==> src/rtl/soc_bus_arbiter_if.sv <==
// Shared SoC system bus bundle: CPU and DMA master ports, shared slave bus
// and the error reporting lines to the interrupt controller.
//   slave  modport : the arbiter's view (answers the masters, drives the slave bus)
//   master modport : the view of the surrounding SoC (masters, slaves, INTC)
interface soc_bus_arbiter_if #(
   parameter int unsigned NUM_SLAVES = 6,
   parameter int unsigned ERR_CNT_W  = 8
);
   logic                       cpu_m_req;
   logic [31:0]                cpu_m_addr;
   logic                       cpu_m_wr_en;
   logic [31:0]                cpu_m_wdata;
   logic                       cpu_m_gnt;
   logic [31:0]                cpu_m_rdata;

   logic                       dma_m_req;
   logic [31:0]                dma_m_addr;
   logic                       dma_m_wr_en;
   logic [31:0]                dma_m_wdata;
   logic                       dma_m_gnt;
   logic [31:0]                dma_m_rdata;

   logic [31:0]                s_addr;
   logic                       s_wr_en;
   logic [31:0]                s_wdata;
   logic [NUM_SLAVES-1:0]      s_sel;
   logic [NUM_SLAVES*32-1:0]   s_rdata;

   logic                       err_clr;
   logic                       bus_err_irq;
   logic [ERR_CNT_W-1:0]       err_count;

   modport slave (
      input  cpu_m_req, cpu_m_addr, cpu_m_wr_en, cpu_m_wdata,
      output cpu_m_gnt, cpu_m_rdata,
      input  dma_m_req, dma_m_addr, dma_m_wr_en, dma_m_wdata,
      output dma_m_gnt, dma_m_rdata,
      output s_addr, s_wr_en, s_wdata, s_sel,
      input  s_rdata,
      input  err_clr,
      output bus_err_irq, err_count
   );

   modport master (
      output cpu_m_req, cpu_m_addr, cpu_m_wr_en, cpu_m_wdata,
      input  cpu_m_gnt, cpu_m_rdata,
      output dma_m_req, dma_m_addr, dma_m_wr_en, dma_m_wdata,
      input  dma_m_gnt, dma_m_rdata,
      input  s_addr, s_wr_en, s_wdata, s_sel,
      output s_rdata,
      output err_clr,
      input  bus_err_irq, err_count
   );
endinterface

==> src/rtl/soc_bus_arbiter.sv <==
// Responder side of the shared SoC bus: round-robin CPU/DMA arbitration with
// registered grants, owner datapath mux, one-hot address decode, read return
// with a built-in default slave, grant timeout and illegal-access reporting.
// Ports:
//   clk   : system clock, rising edge
//   rst_n : asynchronous active-low reset
//   bus   : soc_bus_arbiter_if.slave (master ports, shared slave bus, error lines)
module soc_bus_arbiter #(
   parameter int unsigned NUM_SLAVES     = 6,
   parameter logic [31:0] DEFAULT_RDATA  = 32'h0BAD_DDAA,
   parameter int unsigned TIMEOUT_CYCLES = 1024,
   parameter int unsigned ERR_CNT_W      = 8
) (
   input  logic            clk,
   input  logic            rst_n,
   soc_bus_arbiter_if.slave bus
);

   localparam int unsigned DATA_W   = 32;
   localparam int unsigned REGION_W = 16;
   localparam int unsigned CNT_W    = (TIMEOUT_CYCLES > 1) ? $clog2(TIMEOUT_CYCLES) : 1;

   typedef enum logic [1:0] {IDLE, OWN_CPU, OWN_DMA} state_t;

   state_t                state;
   logic                  last_dma;
   logic                  cpu_gnt;
   logic                  dma_gnt;
   logic [CNT_W-1:0]      cnt;
   logic                  blk_cpu;
   logic                  blk_dma;
   logic [DATA_W-1:0]     prev_addr;
   logic [ERR_CNT_W-1:0]  err_count_q;
   logic                  irq_q;

   logic                  granted;
   logic [DATA_W-1:0]     own_addr;
   logic [DATA_W-1:0]     own_wdata;
   logic                  own_wr_en;
   logic [REGION_W-1:0]   region;
   logic                  mapped;
   logic [NUM_SLAVES-1:0] sel;
   logic [DATA_W-1:0]     own_rdata;
   logic                  illegal_start;
   logic                  timeout;
   logic                  cpu_elig;
   logic                  dma_elig;

   // Owner mux: everything reads zero while nobody holds the bus
   always_comb begin
      own_addr  = '0;
      own_wdata = '0;
      own_wr_en = 1'b0;
      if (cpu_gnt) begin
         own_addr  = bus.cpu_m_addr;
         own_wdata = bus.cpu_m_wdata;
         own_wr_en = bus.cpu_m_wr_en;
      end else if (dma_gnt) begin
         own_addr  = bus.dma_m_addr;
         own_wdata = bus.dma_m_wdata;
         own_wr_en = bus.dma_m_wr_en;
      end
   end

   assign granted = cpu_gnt | dma_gnt;
   assign region  = own_addr[DATA_W-1:REGION_W];
   assign mapped  = granted && (region < REGION_W'(NUM_SLAVES));

   // Decode and read return; unmapped granted accesses hit the default slave
   always_comb begin
      sel       = '0;
      own_rdata = granted ? DEFAULT_RDATA : '0;
      for (int unsigned k = 0; k < NUM_SLAVES; k++) begin
         if (mapped && (region == REGION_W'(k))) begin
            sel[k]    = 1'b1;
            own_rdata = bus.s_rdata[k*DATA_W +: DATA_W];
         end
      end
   end

   // A new illegal access: first granted cycle, or the address moved
   assign illegal_start = granted && !mapped && ((cnt == '0) || (own_addr != prev_addr));
   assign timeout = ((state == OWN_CPU && bus.cpu_m_req) || (state == OWN_DMA && bus.dma_m_req))
                    && (cnt == CNT_W'(TIMEOUT_CYCLES - 1));
   assign cpu_elig = bus.cpu_m_req && !blk_cpu;
   assign dma_elig = bus.dma_m_req && !blk_dma;

   // Arbitration FSM, grant counter and error bookkeeping
   always_ff @(posedge clk or negedge rst_n) begin
      if (!rst_n) begin
         state       <= IDLE;
         last_dma    <= 1'b1;
         cpu_gnt     <= 1'b0;
         dma_gnt     <= 1'b0;
         cnt         <= '0;
         blk_cpu     <= 1'b0;
         blk_dma     <= 1'b0;
         prev_addr   <= '0;
         err_count_q <= '0;
         irq_q       <= 1'b0;
      end else begin
         prev_addr <= own_addr;
         if (illegal_start && (err_count_q != {ERR_CNT_W{1'b1}}))
            err_count_q <= err_count_q + ERR_CNT_W'(1);
         // A new error outranks a simultaneous clear
         if (illegal_start || timeout)
            irq_q <= 1'b1;
         else if (bus.err_clr)
            irq_q <= 1'b0;
         if (!bus.cpu_m_req) blk_cpu <= 1'b0;
         if (!bus.dma_m_req) blk_dma <= 1'b0;
         case (state)
            IDLE: begin
               cnt <= '0;
               if (cpu_elig && (!dma_elig || last_dma)) begin
                  state   <= OWN_CPU;
                  cpu_gnt <= 1'b1;
               end else if (dma_elig) begin
                  state   <= OWN_DMA;
                  dma_gnt <= 1'b1;
               end
            end
            OWN_CPU: begin
               if (!bus.cpu_m_req || timeout) begin
                  state    <= IDLE;
                  cpu_gnt  <= 1'b0;
                  last_dma <= 1'b0;
                  if (timeout) blk_cpu <= 1'b1;
               end else begin
                  cnt <= cnt + CNT_W'(1);
               end
            end
            OWN_DMA: begin
               if (!bus.dma_m_req || timeout) begin
                  state    <= IDLE;
                  dma_gnt  <= 1'b0;
                  last_dma <= 1'b1;
                  if (timeout) blk_dma <= 1'b1;
               end else begin
                  cnt <= cnt + CNT_W'(1);
               end
            end
            default: begin
               state   <= IDLE;
               cpu_gnt <= 1'b0;
               dma_gnt <= 1'b0;
            end
         endcase
      end
   end

   assign bus.cpu_m_gnt   = cpu_gnt;
   assign bus.dma_m_gnt   = dma_gnt;
   assign bus.cpu_m_rdata = cpu_gnt ? own_rdata : '0;
   assign bus.dma_m_rdata = dma_gnt ? own_rdata : '0;
   assign bus.s_addr      = own_addr;
   assign bus.s_wdata     = own_wdata;
   // Writes to unmapped space are dropped
   assign bus.s_wr_en     = own_wr_en && mapped;
   assign bus.s_sel       = sel;
   assign bus.bus_err_irq = irq_q;
   assign bus.err_count   = err_count_q;

endmodule

==> src/flat_wrapper.sv <==
// flat-port wrapper written by rule: the top's interface ports become plain ports
module soc_bus_arbiter_flat 
#(
   parameter int unsigned NUM_SLAVES     = 6,
   parameter logic [31:0] DEFAULT_RDATA  = 32'h0BAD_DDAA,
   parameter int unsigned TIMEOUT_CYCLES = 1024,
   parameter int unsigned ERR_CNT_W      = 8
)
  (clk, rst_n, bus_cpu_m_req, bus_cpu_m_addr, bus_cpu_m_wr_en, bus_cpu_m_wdata, bus_cpu_m_gnt, bus_cpu_m_rdata, bus_dma_m_req, bus_dma_m_addr, bus_dma_m_wr_en, bus_dma_m_wdata, bus_dma_m_gnt, bus_dma_m_rdata, bus_s_addr, bus_s_wr_en, bus_s_wdata, bus_s_sel, bus_s_rdata, bus_err_clr, bus_bus_err_irq, bus_err_count);
  soc_bus_arbiter_if #(.NUM_SLAVES(NUM_SLAVES), .ERR_CNT_W(ERR_CNT_W)) bus_i ();
  input  logic clk;
  input  logic rst_n;
  input wire logic [$bits(bus_i.cpu_m_req)-1:0] bus_cpu_m_req;
  input wire logic [$bits(bus_i.cpu_m_addr)-1:0] bus_cpu_m_addr;
  input wire logic [$bits(bus_i.cpu_m_wr_en)-1:0] bus_cpu_m_wr_en;
  input wire logic [$bits(bus_i.cpu_m_wdata)-1:0] bus_cpu_m_wdata;
  output wire logic [$bits(bus_i.cpu_m_gnt)-1:0] bus_cpu_m_gnt;
  output wire logic [$bits(bus_i.cpu_m_rdata)-1:0] bus_cpu_m_rdata;
  input wire logic [$bits(bus_i.dma_m_req)-1:0] bus_dma_m_req;
  input wire logic [$bits(bus_i.dma_m_addr)-1:0] bus_dma_m_addr;
  input wire logic [$bits(bus_i.dma_m_wr_en)-1:0] bus_dma_m_wr_en;
  input wire logic [$bits(bus_i.dma_m_wdata)-1:0] bus_dma_m_wdata;
  output wire logic [$bits(bus_i.dma_m_gnt)-1:0] bus_dma_m_gnt;
  output wire logic [$bits(bus_i.dma_m_rdata)-1:0] bus_dma_m_rdata;
  output wire logic [$bits(bus_i.s_addr)-1:0] bus_s_addr;
  output wire logic [$bits(bus_i.s_wr_en)-1:0] bus_s_wr_en;
  output wire logic [$bits(bus_i.s_wdata)-1:0] bus_s_wdata;
  output wire logic [$bits(bus_i.s_sel)-1:0] bus_s_sel;
  input wire logic [$bits(bus_i.s_rdata)-1:0] bus_s_rdata;
  input wire logic [$bits(bus_i.err_clr)-1:0] bus_err_clr;
  output wire logic [$bits(bus_i.bus_err_irq)-1:0] bus_bus_err_irq;
  output wire logic [$bits(bus_i.err_count)-1:0] bus_err_count;
  assign bus_i.cpu_m_req = bus_cpu_m_req;
  assign bus_i.cpu_m_addr = bus_cpu_m_addr;
  assign bus_i.cpu_m_wr_en = bus_cpu_m_wr_en;
  assign bus_i.cpu_m_wdata = bus_cpu_m_wdata;
  assign bus_cpu_m_gnt = bus_i.cpu_m_gnt;
  assign bus_cpu_m_rdata = bus_i.cpu_m_rdata;
  assign bus_i.dma_m_req = bus_dma_m_req;
  assign bus_i.dma_m_addr = bus_dma_m_addr;
  assign bus_i.dma_m_wr_en = bus_dma_m_wr_en;
  assign bus_i.dma_m_wdata = bus_dma_m_wdata;
  assign bus_dma_m_gnt = bus_i.dma_m_gnt;
  assign bus_dma_m_rdata = bus_i.dma_m_rdata;
  assign bus_s_addr = bus_i.s_addr;
  assign bus_s_wr_en = bus_i.s_wr_en;
  assign bus_s_wdata = bus_i.s_wdata;
  assign bus_s_sel = bus_i.s_sel;
  assign bus_i.s_rdata = bus_s_rdata;
  assign bus_i.err_clr = bus_err_clr;
  assign bus_bus_err_irq = bus_i.bus_err_irq;
  assign bus_err_count = bus_i.err_count;
  soc_bus_arbiter #(.NUM_SLAVES(NUM_SLAVES), .DEFAULT_RDATA(DEFAULT_RDATA), .TIMEOUT_CYCLES(TIMEOUT_CYCLES), .ERR_CNT_W(ERR_CNT_W)) u_core (.clk(clk), .rst_n(rst_n), .bus(bus_i));
endmodule
==> config.mk <==
export PLATFORM = sky130hd
export DESIGN_NAME = soc_bus_arbiter_flat
export DESIGN_NICKNAME = d
export VERILOG_FILES = /design/src/rtl/soc_bus_arbiter_if.sv /design/src/rtl/soc_bus_arbiter.sv /design/src/flat_wrapper.sv
export SDC_FILE = /design/constraint.sdc
export NUM_CORES = 1
export LEC_CHECK = 0
export ABC_AREA = 1
export CAP_MARGIN = 15
export CORE_AREA = 2 2 185 187
export CTS_CLUSTER_SIZE = 14
export DETAILED_ROUTE_END_ITERATION = 8
export DIE_AREA = 0 0 187 189
export PLACE_DENSITY_LB_ADDON = 0.08
export SYNTH_ARGS = -nofsm -noshare
export SYNTH_HDL_FRONTEND = slang
export SYNTH_SLANG_ARGS = --single-unit
export TNS_END_PERCENT = 1
==> constraint.sdc <==
create_clock -name clk -period 4.97 [get_ports clk]
set_input_delay 0.994 -clock clk [delete_from_list [all_inputs] [get_ports clk]]
set_output_delay 0.994 -clock clk [all_outputs]
set_load 0.005 [all_outputs]
==> impl_metrics.prom, run 1 <==
# TYPE chip_impl_metric gauge
chip_impl_info{name="clock_tree_from_tritoncts",value="built"} 1
chip_impl_metric{name="fin_tns_setup",unit="ps"} 0
chip_impl_metric{name="dp_hpwl",unit="um"} 31100
chip_impl_metric{name="final_nets",unit=""} 1879
chip_impl_metric{name="critPathArrivalTime",unit="ps"} 3740
chip_impl_metric{name="yosysTopAreaCellShare",unit="%"} 22.3
chip_impl_info{name="synthMostInstantiatedCell",value="sky130_fd_sc_hd__nand2_1"} 1
chip_impl_metric{name="setup_ws",unit="ps"} 238
chip_impl_metric{name="num_clock_sinks",unit=""} 58
chip_impl_metric{name="netlist_area",unit="um^2"} 6390
chip_impl_metric{name="routedWlPerCell",unit="um"} 18.9
chip_impl_metric{name="top_level_ports",unit=""} 473
chip_impl_metric{name="final-setup-viol-count",unit=""} 0
chip_impl_metric{name="drt-initial-drc-count",unit=""} 416
chip_impl_metric{name="dieHeight",unit="um"} 189
chip_impl_metric{name="cts_buf_count",unit=""} 9
chip_impl_info{name="synth_flop_cell",value="sky130_fd_sc_hd__dfrtp_1"} 1
chip_impl_metric{name="ir_worst_vdd",unit="mV"} 0.201
chip_impl_metric{name="synth-edff-count",unit=""} 0
chip_impl_metric{name="dr_total_vias",unit=""} 8640
chip_impl_metric{name="multi_input_combinational_cell_area",unit="um^2"} 4050
chip_impl_metric{name="route.detailed.vias_per_inst",unit=""} 4.31
chip_impl_metric{name="synth.yosys.seq_area_share",unit="%"} 22.7
chip_impl_metric{name="netlist-cell-type-count",unit=""} 40
chip_impl_info{name="rsz_0062_raised_after_global_routing",value="false"} 1
chip_impl_metric{name="number_of_antenna_violations_at_the_first_check_in_global_routing",unit=""} 8
chip_impl_metric{name="globalRouteOverflowTotal",unit=""} 0
chip_impl_info{name="yosys-top-cells-count",value="sky130_fd_sc_hd__nand2_1, sky130_fd_sc_hd__nor2_1, sky130_fd_sc_hd__inv_1"} 1
chip_impl_info{name="timing_worst_setup_path_type",value="in2out"} 1
chip_impl_metric{name="yosysWarningCount",unit=""} 0
chip_impl_metric{name="wire_length_of_the_first_global_routing_pass",unit="um"} 55400
chip_impl_metric{name="pin_count_of_the_biggest_net_entering_global_routing",unit=""} 59
chip_impl_metric{name="average_cell_area_after_synthesis",unit="um^2"} 5.94
chip_impl_info{name="outcome",value="finished clean"} 1
chip_impl_metric{name="post_route_cells_drive_above_1_share",unit="%"} 6.97
chip_impl_info{name="synth_top_family_by_area",value="simple AND/OR/NAND/NOR gates"} 1
chip_impl_metric{name="remaining_drc_errors",unit=""} 0
chip_impl_metric{name="std_cell_rows",unit=""} 67
chip_impl_info{name="leading_post_synthesis_cells_by_cell_area",value="sky130_fd_sc_hd__dfrtp_1, sky130_fd_sc_hd__nand2_1, sky130_fd_sc_hd__nor2_1, sky130_fd_sc_hd__inv_1, sky130_fd_sc_hd__nand3_1"} 1
chip_impl_metric{name="clk_latency",unit="ps"} 330
chip_impl_metric{name="hold_viol",unit=""} 0
chip_impl_metric{name="grt_pass1_vias",unit=""} 8618
chip_impl_metric{name="gr-usage-all-layers",unit="%"} 20.8
chip_impl_metric{name="synthesis.nets",unit=""} 1410
chip_impl_metric{name="chipWidth",unit="um"} 187
chip_impl_metric{name="fmax",unit="GHz"} 0.211
chip_impl_metric{name="final_util",unit="%"} 36.4
chip_impl_metric{name="synth_simple_gate_area_share",unit="%"} 47.6
chip_impl_info{name="worstSetupEndpointType",value="output port"} 1
chip_impl_metric{name="detail_route.first_pass.iterations",unit=""} 5
chip_impl_metric{name="max_slew_margin",unit="%"} 43.5
chip_impl_metric{name="transition_time_of_the_tightest_slew_check_pin",unit="ps"} 848
chip_impl_metric{name="routabilityCongestion",unit=""} 0.848
chip_impl_metric{name="post_route_clock_skew",unit="ps"} 5.23
chip_impl_metric{name="fp.coreArea",unit="um^2"} 33300
chip_impl_metric{name="leakage",unit="nW"} 5.46
chip_impl_metric{name="pre_cts_slack",unit="ps"} -49.9
chip_impl_metric{name="floorplan.initialDensity",unit="%"} 19.2
chip_impl_metric{name="cap_violations",unit=""} 0
chip_impl_metric{name="post_cts_buffers",unit=""} 0
chip_impl_metric{name="h-tree-depth",unit=""} 3
chip_impl_metric{name="cts-root-to-sink-buffers",unit=""} 2
chip_impl_metric{name="clkSlewWorstSetupHoldPaths",unit="ps"} 50
chip_impl_metric{name="postCtsHoldBufs",unit=""} 0
chip_impl_info{name="min-delay-path-class",value="reg2reg"} 1
chip_impl_metric{name="layout_worst_path_cycle_share",unit="%"} 95.2
chip_impl_metric{name="final-seq-area",unit="um^2"} 1450
chip_impl_metric{name="synth_compound_gate_area_share",unit="%"} 10.5
chip_impl_info{name="critPathLaunchType",value="input pin"} 1
chip_impl_metric{name="postRouteAntennaNets",unit=""} 0
chip_impl_metric{name="worst-endpoint-required",unit="ps"} 3980
chip_impl_metric{name="synth_mux_area_share",unit="%"} 0
chip_impl_metric{name="async_flop_share",unit="%"} 100
chip_impl_metric{name="totalWireLength",unit="um"} 38000
chip_impl_info{name="synth.largest_area_cell",value="sky130_fd_sc_hd__dfrtp_1"} 1
chip_impl_metric{name="cp_max_fo",unit=""} 16
chip_impl_metric{name="placement.io_buffers",unit=""} 472
chip_impl_metric{name="timing.final.crit_period",unit="ps"} 4730
chip_impl_metric{name="synth_xor_area_share",unit="%"} 3.56
chip_impl_metric{name="synthAdderAreaFrac",unit="%"} 1.37
chip_impl_metric{name="flow.area_growth_from_synthesis",unit="%"} 89.5
chip_impl_metric{name="p_per_area",unit="nW/um^2"} 393
chip_impl_metric{name="die_area",unit="um^2"} 35300
chip_impl_metric{name="netlist_instances",unit=""} 1076
chip_impl_metric{name="timing_max_transition_violations_final",unit=""} 0
chip_impl_metric{name="layout.filler_cells",unit=""} 3639
chip_impl_metric{name="ys_seq_elements",unit=""} 58
chip_impl_info{name="cts.root.buffer_cell",value="sky130_fd_sc_hd__clkbuf_16"} 1
## power by group
group / switching (mW) / internal (mW)
sequential: 0.156 / 0.649
combinational: 1.78 / 1.60
clock: 0.226 / 0.348
total: 2.16 / 2.60
## placed cells by master, fill, tap and decap left out, types with 5 or more instances in the layout
cell type	instances
sky130_fd_sc_hd__a21oi_1	9
sky130_fd_sc_hd__buf_12	7
sky130_fd_sc_hd__nor2_4	6
sky130_fd_sc_hd__nor3_1	12
sky130_fd_sc_hd__o21ai_1	16
sky130_fd_sc_hd__o22ai_1	5
sky130_fd_sc_hd__clkbuf_16	9
sky130_fd_sc_hd__nor2_1	163
sky130_fd_sc_hd__xor2_1	17
sky130_fd_sc_hd__dfrtp_1	56
sky130_fd_sc_hd__o21ai_0	19
sky130_fd_sc_hd__buf_4	33
sky130_fd_sc_hd__nand2_1	257
sky130_fd_sc_hd__or2_0	16
sky130_fd_sc_hd__nand3_1	101
sky130_fd_sc_hd__a22o_1	35
sky130_fd_sc_hd__o211ai_1	10
sky130_fd_sc_hd__nor2_2	8
sky130_fd_sc_hd__inv_1	159
sky130_fd_sc_hd__diode_2	8
sky130_fd_sc_hd__xnor2_1	9
sky130_fd_sc_hd__ha_1	7
sky130_fd_sc_hd__clkdlybuf4s50_1	470
sky130_fd_sc_hd__nand3_2	5
sky130_fd_sc_hd__inv_2	13
sky130_fd_sc_hd__nand2_2	8
sky130_fd_sc_hd__nand4_1	64
sky130_fd_sc_hd__nand3b_1	5
## per-layer routing
metal  global-route usage (%)  wire length, um  up-vias
met2                     37.9            19400      314
met4                     5.19              620        0
met3                     4.95             2340       28
li1                         -                -     4399
met1                     24.4            15600     3899
met5                        0                0        -
## per-stage QoR
step	power [mW]	hold WS (ps)	instance area [um^2]	std cells
after CTS	4.83	514	12100	1998
after global routing	5.15	549	12100	2006
after global placement	4.23	483	11800	1982
final	4.76	503	12100	2006
after detailed placement	4.22	506	11800	1982
after floorplan	2.43	465	6390	1076
## worst paths after layout
path	startpoint	to	slack, ps	cells past startpoint
worst min-delay path	u_core.last_dma	u_core.last_dma	500	2
worst min register to register	u_core.last_dma	u_core.last_dma	500	2
min in group asynchronous	rst_n	u_core.state[0]	840	2
worst max register to register	u_core.bus.dma_m_gnt	u_core.bus.err_count[0]	1920	11
max in group asynchronous	rst_n	u_core.bus.cpu_m_gnt	3560	2
worst max-delay path	bus_cpu_m_addr[26]	bus_dma_m_rdata[13]	240	17
## flip-flops by register name, indices dropped and copies added, names as in the netlist
register and count:
u_core.bus.cpu_m_gnt 1, u_core.last_dma 1, u_core.blk_dma 1, u_core.state 2
u_core.prev_addr 32, u_core.bus.dma_m_gnt 1, u_core.blk_cpu 1, u_core.cnt 10
u_core.bus.bus_err_irq 1, u_core.bus.err_count 8
## critical path, cell delays in order
cell                              delay [ps]
sky130_fd_sc_hd__clkdlybuf4s50_1         420
sky130_fd_sc_hd__nand2_2                  80
sky130_fd_sc_hd__inv_2                    30
sky130_fd_sc_hd__nor2_1                  200
sky130_fd_sc_hd__nand2_1                  80
sky130_fd_sc_hd__nor2_1                  120
sky130_fd_sc_hd__nand2_2                 160
sky130_fd_sc_hd__nor2_4                  180
sky130_fd_sc_hd__nand2_4                 110
sky130_fd_sc_hd__nor3_4                  210
sky130_fd_sc_hd__inv_2                   190
sky130_fd_sc_hd__nand2_1                 110
sky130_fd_sc_hd__inv_1                    40
sky130_fd_sc_hd__nand2_1                  50
sky130_fd_sc_hd__nand2_1                 120
sky130_fd_sc_hd__nor2_1                  130
sky130_fd_sc_hd__clkdlybuf4s50_1         520
## cell families (layout without fill, tap and decap cells)
logic type | after synthesis | in the layout
DFF | 58 | 58
and+or+nand+nor | 660 | 660
buffers and inverters | 226 | 700
xor gates and xnor gates | 26 | 26
AOI/OAI and AO/OA | 99 | 99
adders and majority gates | 7 | 7
other | 0 | 8
## final cells by class
class                   count  share of cell area, %
repair buffers            512                   42.2
clock buffers              11                   2.00
diodes                      8                  0.165
multi-input cells         792                   33.4
flip-flops and latches     58                   12.0
clock inverters             5                  0.248
inverters                 172                   5.33
well taps                 448                   4.63
## what timing repair did
| item | in CTS | in global routing |
|---|---|---|
| resized for setup | 1 | 5 |
| endpoints found under the setup margin | 6 | 14 |
| endpoints found under the hold margin | 0 | 0 |
(Power assumes the default switching activity.)
==> run 2, diff against run 1 <==
==> constraint.sdc (replaced) <==
create_clock -name clk -period 4.97 [get_ports clk]
set_input_delay 0.994 -clock clk [delete_from_list [all_inputs] [get_ports clk]]
set_output_delay 0.994 -clock clk [all_outputs]
set_load 0.05 [all_outputs]
==> run 2 against run 1 <==
Worst setup slack gained 69 ps. Largest power group unchanged. Flip-flop and latch count is the same. Critical path type unchanged. Critical endpoint is now bus_cpu_m_rdata[13]. Sequential power shrank 2%.
==> impl_metrics.prom, run 2 (synthesized netlist as in run 1, its figures left out) <==
# TYPE chip_impl_metric gauge
chip_impl_info{name="crit_family",value="simple AND/OR/NAND/NOR gates"} 1
chip_impl_info{name="worstSetupEndpointType",value="output port"} 1
chip_impl_metric{name="std_cell_rows",unit=""} 67
chip_impl_metric{name="floorplan.initialDensity",unit="%"} 19.2
chip_impl_info{name="cell_occurring_most_often_along_the_worst_timing_path",value="sky130_fd_sc_hd__nand2_1"} 1
chip_impl_info{name="timing_worst_setup_path_type",value="in2out"} 1
chip_impl_metric{name="cp_max_fo",unit=""} 18
chip_impl_metric{name="r2r_slack",unit="ps"} 1960
chip_impl_info{name="min-delay-path-class",value="reg2reg"} 1
chip_impl_metric{name="routabilityCongestion",unit=""} 0.868
chip_impl_metric{name="fp.coreArea",unit="um^2"} 33300
chip_impl_info{name="startpoint",value="bus_cpu_m_addr[23]"} 1
chip_impl_metric{name="cts_buf_count",unit=""} 9
chip_impl_metric{name="max_slew_margin",unit="%"} 46.1
chip_impl_metric{name="layout_worst_path_cycle_share",unit="%"} 93.8
chip_impl_info{name="rsz_0062_raised_after_global_routing",value="false"} 1
chip_impl_metric{name="final-setup-viol-count",unit=""} 0
chip_impl_metric{name="grt_pass1_vias",unit=""} 8772
chip_impl_metric{name="worst-endpoint-required",unit="ps"} 3980
chip_impl_metric{name="routedWlPerCell",unit="um"} 18.7
chip_impl_metric{name="number_of_antenna_violations_at_the_first_check_in_global_routing",unit=""} 4
chip_impl_metric{name="wire_length_of_the_first_global_routing_pass",unit="um"} 54600
chip_impl_metric{name="gr-usage-all-layers",unit="%"} 20.5
chip_impl_info{name="layout_commonest_cell",value="sky130_fd_sc_hd__clkdlybuf4s50_1"} 1
chip_impl_info{name="clock_tree_from_tritoncts",value="built"} 1
chip_impl_metric{name="leakage",unit="nW"} 5.54
chip_impl_metric{name="dp_hpwl",unit="um"} 30700
chip_impl_metric{name="detail_route.first_pass.iterations",unit=""} 5
chip_impl_metric{name="post_route_clock_skew",unit="ps"} 6.65
chip_impl_info{name="layout_common_cells",value="sky130_fd_sc_hd__clkdlybuf4s50_1, sky130_fd_sc_hd__nand2_1, sky130_fd_sc_hd__nor2_1, sky130_fd_sc_hd__inv_1, sky130_fd_sc_hd__nand3_1"} 1
chip_impl_info{name="r2r_start",value="u_core.bus.dma_m_gnt"} 1
chip_impl_metric{name="flow.area_growth_from_synthesis",unit="%"} 86.7
chip_impl_info{name="worstSetupEndpoint",value="bus_cpu_m_rdata[13]"} 1
chip_impl_info{name="cts.root.buffer_cell",value="sky130_fd_sc_hd__clkbuf_16"} 1
chip_impl_metric{name="dieHeight",unit="um"} 189
chip_impl_metric{name="cp.buffers_inverters",unit=""} 4
chip_impl_info{name="hold_start",value="u_core.last_dma"} 1
chip_impl_metric{name="ir_worst_vdd",unit="mV"} 0.289
chip_impl_metric{name="cts-root-to-sink-buffers",unit=""} 2
chip_impl_metric{name="placement.io_buffers",unit=""} 472
chip_impl_metric{name="fmax",unit="GHz"} 0.214
chip_impl_metric{name="totalWireLength",unit="um"} 37300
chip_impl_metric{name="layout.filler_cells",unit=""} 3620
chip_impl_metric{name="timing_max_transition_violations_final",unit=""} 0
chip_impl_metric{name="p_per_area",unit="nW/um^2"} 511
chip_impl_metric{name="stages_on_the_worst_setup_path",unit=""} 17
chip_impl_metric{name="top_level_ports",unit=""} 473
chip_impl_metric{name="transition_time_of_the_tightest_slew_check_pin",unit="ps"} 808
chip_impl_info{name="critPathLaunchType",value="input pin"} 1
chip_impl_metric{name="h-tree-depth",unit=""} 3
chip_impl_metric{name="die_area",unit="um^2"} 35300
chip_impl_metric{name="worst-r2r-cell-count",unit=""} 11
chip_impl_metric{name="critPathArrivalTime",unit="ps"} 3670
chip_impl_metric{name="cap_violations",unit=""} 0
chip_impl_metric{name="route.detailed.vias_per_inst",unit=""} 4.28
chip_impl_info{name="largest_register",value="u_core.prev_addr"} 1
chip_impl_info{name="crit_chain",value="clkdlybuf4s50_1, nand2_2, o21ai_1, nor2_2, nand2_4, nor2_1, nand2_2, nor2_8, nand3_2, inv_2, nand2_1, nand2_1, inv_1, nand2_1, nand2_1, nor2_1, buf_12"} 1
chip_impl_info{name="rr_endpoint",value="u_core.bus.err_count[1]"} 1
chip_impl_info{name="outcome",value="finished clean"} 1
chip_impl_metric{name="post_cts_buffers",unit=""} 0
chip_impl_metric{name="postCtsHoldBufs",unit=""} 0
chip_impl_metric{name="timing.hold.ws",unit="ps"} 497
chip_impl_info{name="timing.critical_path.slowest_stage_cell",value="sky130_fd_sc_hd__clkdlybuf4s50_1"} 1
chip_impl_metric{name="clk_latency",unit="ps"} 330
chip_impl_metric{name="globalRouteOverflowTotal",unit=""} 0
chip_impl_metric{name="timing.final.crit_period",unit="ps"} 4660
chip_impl_metric{name="post_route_cells_drive_above_1_share",unit="%"} 10.9
chip_impl_metric{name="num_clock_sinks",unit=""} 58
chip_impl_metric{name="drt-initial-drc-count",unit=""} 454
chip_impl_metric{name="postRouteAntennaNets",unit=""} 0
chip_impl_metric{name="largest_register_ffs",unit=""} 32
chip_impl_metric{name="clkSlewWorstSetupHoldPaths",unit="ps"} 50
chip_impl_metric{name="chipWidth",unit="um"} 187
chip_impl_metric{name="hold_viol",unit=""} 0
chip_impl_metric{name="final_nets",unit=""} 1869
chip_impl_metric{name="timing.critical_path.slowest_cell_delay",unit="ps"} 410
chip_impl_metric{name="remaining_drc_errors",unit=""} 0
chip_impl_metric{name="dr_total_vias",unit=""} 8525
chip_impl_metric{name="fin_tns_setup",unit="ps"} 0
chip_impl_metric{name="pin_count_of_the_biggest_net_entering_global_routing",unit=""} 59
-- run 2: cell types whose count changed in the layout (fill, tap and decap cells not counted), sizes merged --
cell           before  now
clkdlybuf4s50     470  400
buf                41  102
diode               8    3
bufinv              0    1
clkbuf             11   10
clkinv              3    2
clkinvlp            2    3
dlymetal6s2s        1    0
-- run 2: metal layers --
| metal | share of wire [%] | up-vias | track usage, % |
|---|---|---|---|
| li1 | - | 4373 | - |
| met1 | 40 | 3794 | 23.4 |
| met2 | 51 | 315 | 37.8 |
| met3 | 6.8 | 41 | 5.21 |
| met4 | 2.3 | 2 | 5.53 |
| met5 | 0.029 | - | 0 |
-- run 2: worst min-delay path, stage by stage (launching register included) --
cell and delay (ps):
sky130_fd_sc_hd__dfstp_2 370, sky130_fd_sc_hd__nand2_1 50, sky130_fd_sc_hd__o21ai_0 70
-- run 2: repair_timing --
item,4_1_cts,5_1_grt
hold endpoints to repair,0,0
resized for setup,0,1
setup endpoints to repair,0,4
-- run 2: final cells by class --
type | instances | area, um^2 | area share (%)
Timing Repair Buffer | 502 | 4930 | 41.3
Multi-Input combinational cell | 792 | 4040 | 33.8
Sequential cell | 58 | 1450 | 12.2
Inverter | 172 | 646 | 5.41
Tap cell | 448 | 561 | 4.70
Clock buffer | 10 | 239 | 2.00
Clock inverter | 6 | 66.3 | 0.555
Antenna cell | 3 | 7.51 | 0.0629
-- run 2: worst min-delay path by stage --
stage	endpoint	slack (ps)	depth (start not counted)
2_1_floorplan	u_core.last_dma	470	2
5_1_grt	u_core.last_dma	550	2
4_1_cts	u_core.last_dma	500	2
6_report	u_core.last_dma	500	2
3_5_place_dp	u_core.last_dma	490	2
3_3_place_gp	u_core.last_dma	480	2
-- run 2: power by group --
group / leakage [nW] / switching [mW] / internal, mW / total (mW)
clock network: 0.141 / 0.233 / 0.401 / 0.634
logic: 4.66 / 3.19 / 1.49 / 4.68
registers: 0.741 / 0.142 / 0.650 / 0.791
-- run 2: stage by stage --
stage          power (mW)  setup WS [ps]  util, %  cells  cell area (um^2)
3_3_place_gp         5.52            268     34.9   1972             11600
4_1_cts              6.19            285     35.8   1988             11900
2_1_floorplan        3.84           91.4        -   1076              6390
5_1_grt              6.51           60.5     35.9   1991             11900
3_5_place_dp         5.52            285     34.9   1972             11600
6_report             6.10            307     35.9   1991             11900
==> run 3, diff against run 2 <==
--- a/config.mk
+++ b/config.mk
@@ -11,6 +11,7 @@
 export CTS_CLUSTER_SIZE = 14
 export DETAILED_ROUTE_END_ITERATION = 8
 export DIE_AREA = 0 0 187 189
+export GPL_TIMING_DRIVEN = 0
 export PLACE_DENSITY_LB_ADDON = 0.08
 export SYNTH_ARGS = -nofsm -noshare
 export SYNTH_HDL_FRONTEND = slang
==> run 3 against run 2 <==
Via count is 2.1% higher. Register-to-register slack better by 270 ps. Cell area is 0.38% higher. Non-clock buffer count is 27 higher. Combinational power is 0.9% higher. Clock-buffer cell count is 1 lower. Worst setup slack worse by 230 ps. Sequential power is 3.8% lower. Critical path depth is 1 lower. Die area stayed put. Sequential share of layout area is 0.056 points lower. Maximum frequency is 4.8% lower. Critical path type unchanged. Highest routed layer unchanged.
==> impl_metrics.prom, run 3 (synthesized netlist as in run 1, its figures left out) <==
# TYPE chip_impl_metric gauge
chip_impl_info{name="outcome",value="finished clean"} 1
chip_impl_metric{name="clk_latency",unit="ps"} 330
chip_impl_metric{name="placement.io_buffers",unit=""} 472
chip_impl_metric{name="cts-root-to-sink-buffers",unit=""} 2
chip_impl_metric{name="max_slew_margin",unit="%"} 25.3
chip_impl_metric{name="dr_total_vias",unit=""} 8708
chip_impl_metric{name="chipWidth",unit="um"} 187
chip_impl_metric{name="cap_violations",unit=""} 0
chip_impl_metric{name="flow.area_growth_from_synthesis",unit="%"} 87.4
chip_impl_metric{name="ir_worst_vdd",unit="mV"} 0.252
chip_impl_metric{name="layout.filler_cells",unit=""} 3671
chip_impl_metric{name="transition_time_of_the_tightest_slew_check_pin",unit="ps"} 1120
chip_impl_metric{name="grt_pass1_vias",unit=""} 8722
chip_impl_metric{name="std_cell_rows",unit=""} 67
chip_impl_metric{name="layout_worst_path_cycle_share",unit="%"} 98.5
chip_impl_metric{name="pre_cts_slack",unit="ps"} -687
chip_impl_metric{name="final_util",unit="%"} 36.0
chip_impl_metric{name="hold_viol",unit=""} 0
chip_impl_metric{name="largest_register_ffs",unit=""} 32
chip_impl_metric{name="totalWireLength",unit="um"} 38600
chip_impl_metric{name="num_clock_sinks",unit=""} 58
chip_impl_info{name="layout_commonest_cell",value="sky130_fd_sc_hd__clkdlybuf4s50_1"} 1
chip_impl_metric{name="setup_ws",unit="ps"} 73.1
chip_impl_metric{name="leakage",unit="nW"} 5.66
chip_impl_metric{name="timing_max_transition_violations_final",unit=""} 0
chip_impl_metric{name="remaining_drc_errors",unit=""} 0
chip_impl_metric{name="postCtsHoldBufs",unit=""} 0
chip_impl_metric{name="gr-usage-all-layers",unit="%"} 21.0
chip_impl_metric{name="dp_hpwl",unit="um"} 32700
chip_impl_metric{name="p_per_area",unit="nW/um^2"} 519
chip_impl_metric{name="post_route_cells_drive_above_1_share",unit="%"} 8.62
chip_impl_metric{name="h-tree-depth",unit=""} 3
chip_impl_metric{name="route.detailed.vias_per_inst",unit=""} 4.31
chip_impl_info{name="timing_worst_setup_path_type",value="in2out"} 1
chip_impl_metric{name="fmax",unit="GHz"} 0.204
chip_impl_metric{name="globalRouteOverflowTotal",unit=""} 0
chip_impl_metric{name="postRouteAntennaNets",unit=""} 0
chip_impl_metric{name="critPathArrivalTime",unit="ps"} 3900
chip_impl_metric{name="detail_route.first_pass.iterations",unit=""} 4
chip_impl_metric{name="die_area",unit="um^2"} 35300
chip_impl_metric{name="number_of_antenna_violations_at_the_first_check_in_global_routing",unit=""} 8
chip_impl_metric{name="design_power_total",unit="mW"} 6.22
chip_impl_metric{name="drt-initial-drc-count",unit=""} 363
chip_impl_info{name="layout_common_cells",value="sky130_fd_sc_hd__clkdlybuf4s50_1, sky130_fd_sc_hd__nand2_1, sky130_fd_sc_hd__nor2_1, sky130_fd_sc_hd__inv_1, sky130_fd_sc_hd__nand3_1"} 1
chip_impl_metric{name="routabilityCongestion",unit=""} 0.867
chip_impl_metric{name="dieHeight",unit="um"} 189
chip_impl_metric{name="post_route_clock_skew",unit="ps"} 11.5
chip_impl_metric{name="wire_length_of_the_first_global_routing_pass",unit="um"} 55500
chip_impl_metric{name="fp.coreArea",unit="um^2"} 33300
chip_impl_metric{name="cts_buf_count",unit=""} 9
chip_impl_metric{name="worst-endpoint-required",unit="ps"} 3980
chip_impl_info{name="critPathLaunchType",value="input pin"} 1
chip_impl_metric{name="routedWlPerCell",unit="um"} 19.1
chip_impl_info{name="clock_tree_from_tritoncts",value="built"} 1
chip_impl_metric{name="final-setup-viol-count",unit=""} 0
chip_impl_info{name="largest_register",value="u_core.prev_addr"} 1
chip_impl_info{name="rsz_0062_raised_after_global_routing",value="true"} 1
chip_impl_metric{name="floorplan.initialDensity",unit="%"} 19.2
chip_impl_metric{name="final-seq-area",unit="um^2"} 1450
chip_impl_metric{name="clkSlewWorstSetupHoldPaths",unit="ps"} 60
chip_impl_metric{name="timing.final.crit_period",unit="ps"} 4900
chip_impl_metric{name="multi_input_combinational_cell_area",unit="um^2"} 4070
chip_impl_metric{name="final_nets",unit=""} 1896
chip_impl_info{name="cts.root.buffer_cell",value="sky130_fd_sc_hd__clkbuf_16"} 1
chip_impl_info{name="worstSetupEndpointType",value="output port"} 1
chip_impl_metric{name="cp_max_fo",unit=""} 10
chip_impl_metric{name="top_level_ports",unit=""} 473
chip_impl_info{name="min-delay-path-class",value="reg2reg"} 1
chip_impl_metric{name="pin_count_of_the_biggest_net_entering_global_routing",unit=""} 59
-- run 3: cell types whose count changed in the layout (fill, tap and decap cells not counted), sizes merged --
cell / previous run / this run
buf: 102 / 44
diode: 3 / 7
inv: 172 / 173
clkdlybuf4s50: 400 / 406
dlygate4sd2: 0 / 34
bufinv: 1 / 3
clkdlybuf4s15: 0 / 5
clkbuf: 10 / 48
dlymetal6s2s: 0 / 1
clkinv: 2 / 3
clkinvlp: 3 / 0
-- run 3: report_power, final --
| group | internal, mW | switching, mW | leakage [nW] |
|---|---|---|---|
| Combinational | 1.44 | 3.28 | 4.75 |
| Clock | 0.494 | 0.245 | 0.170 |
| Sequential | 0.649 | 0.111 | 0.743 |
-- run 3: metrics by stage --
step	hold WS (ps)	cell area [um^2]	cells	TNS, ps
after floorplan	465	6390	1076	0
after CTS	504	12000	2014	-194
after detailed placement	496	11700	1996	-25250
final	495	12000	2022	0
after global placement	485	11700	1996	-24620
after global routing	543	12000	2021	-1980
-- run 3: path summary, 6_finish.rpt --
| check | start | end | slack, ps | cells past startpoint |
|---|---|---|---|---|
| setup / recovery | bus_cpu_m_addr[25] | bus_cpu_m_rdata[22] | 70 | 16 |
| hold / removal | u_core.last_dma | u_core.last_dma | 490 | 2 |
| setup reg to reg | u_core.bus.dma_m_gnt | u_core.bus.err_count[4] | 2230 | 12 |
| hold reg to reg | u_core.last_dma | u_core.last_dma | 490 | 2 |
| max in group asynchronous | rst_n | u_core.bus.err_count[3] | 3730 | 1 |
| min in group asynchronous | rst_n | u_core.state[0] | 720 | 1 |
-- run 3: critical path, stage by stage --
cell and delay (ps):
sky130_fd_sc_hd__clkdlybuf4s50_1 400, sky130_fd_sc_hd__nand2_1 80, sky130_fd_sc_hd__inv_1 50, sky130_fd_sc_hd__nor2_2 180, sky130_fd_sc_hd__nand2_1 70, sky130_fd_sc_hd__nor2_1 200, sky130_fd_sc_hd__nand2_4 150, sky130_fd_sc_hd__nor2_4 210
sky130_fd_sc_hd__nand2_4 140, sky130_fd_sc_hd__nor3_4 230, sky130_fd_sc_hd__inv_2 170, sky130_fd_sc_hd__buf_2 230, sky130_fd_sc_hd__or2_0 210, sky130_fd_sc_hd__nand2_1 90, sky130_fd_sc_hd__nor2_1 40, sky130_fd_sc_hd__dlygate4sd2_1 450
-- run 3: final cells by class --
type                            instances  area share (%)
Multi-Input combinational cell        792            34.0
Clock buffer                            9            1.88
Antenna cell                            7           0.146
Inverter                              172            5.39
Clock inverter                          7            1.04
Sequential cell                        58            12.1
Buffer                                 54            2.31
Timing Repair Buffer                  475            38.5
Tap cell                              448            4.68
-- run 3: metal layers --
layer	part of all wire (%)	vias up	GRT usage, %
met4	1.7	4	4.88
met5	0.067	-	0
met1	41	3934	24.4
li1	-	4443	-
met2	51	296	38.7
met3	6.1	31	5.21
-- run 3: what timing repair did --
| action | in CTS | in global routing |
|---|---|---|
| cloned | 0 | 0 |
| endpoints found under the setup margin | 65 | 64 |
| setup buffers | 2 | 1 |
| gates resized for setup | 99 | 64 |
| pin swaps | 2 | 1 |
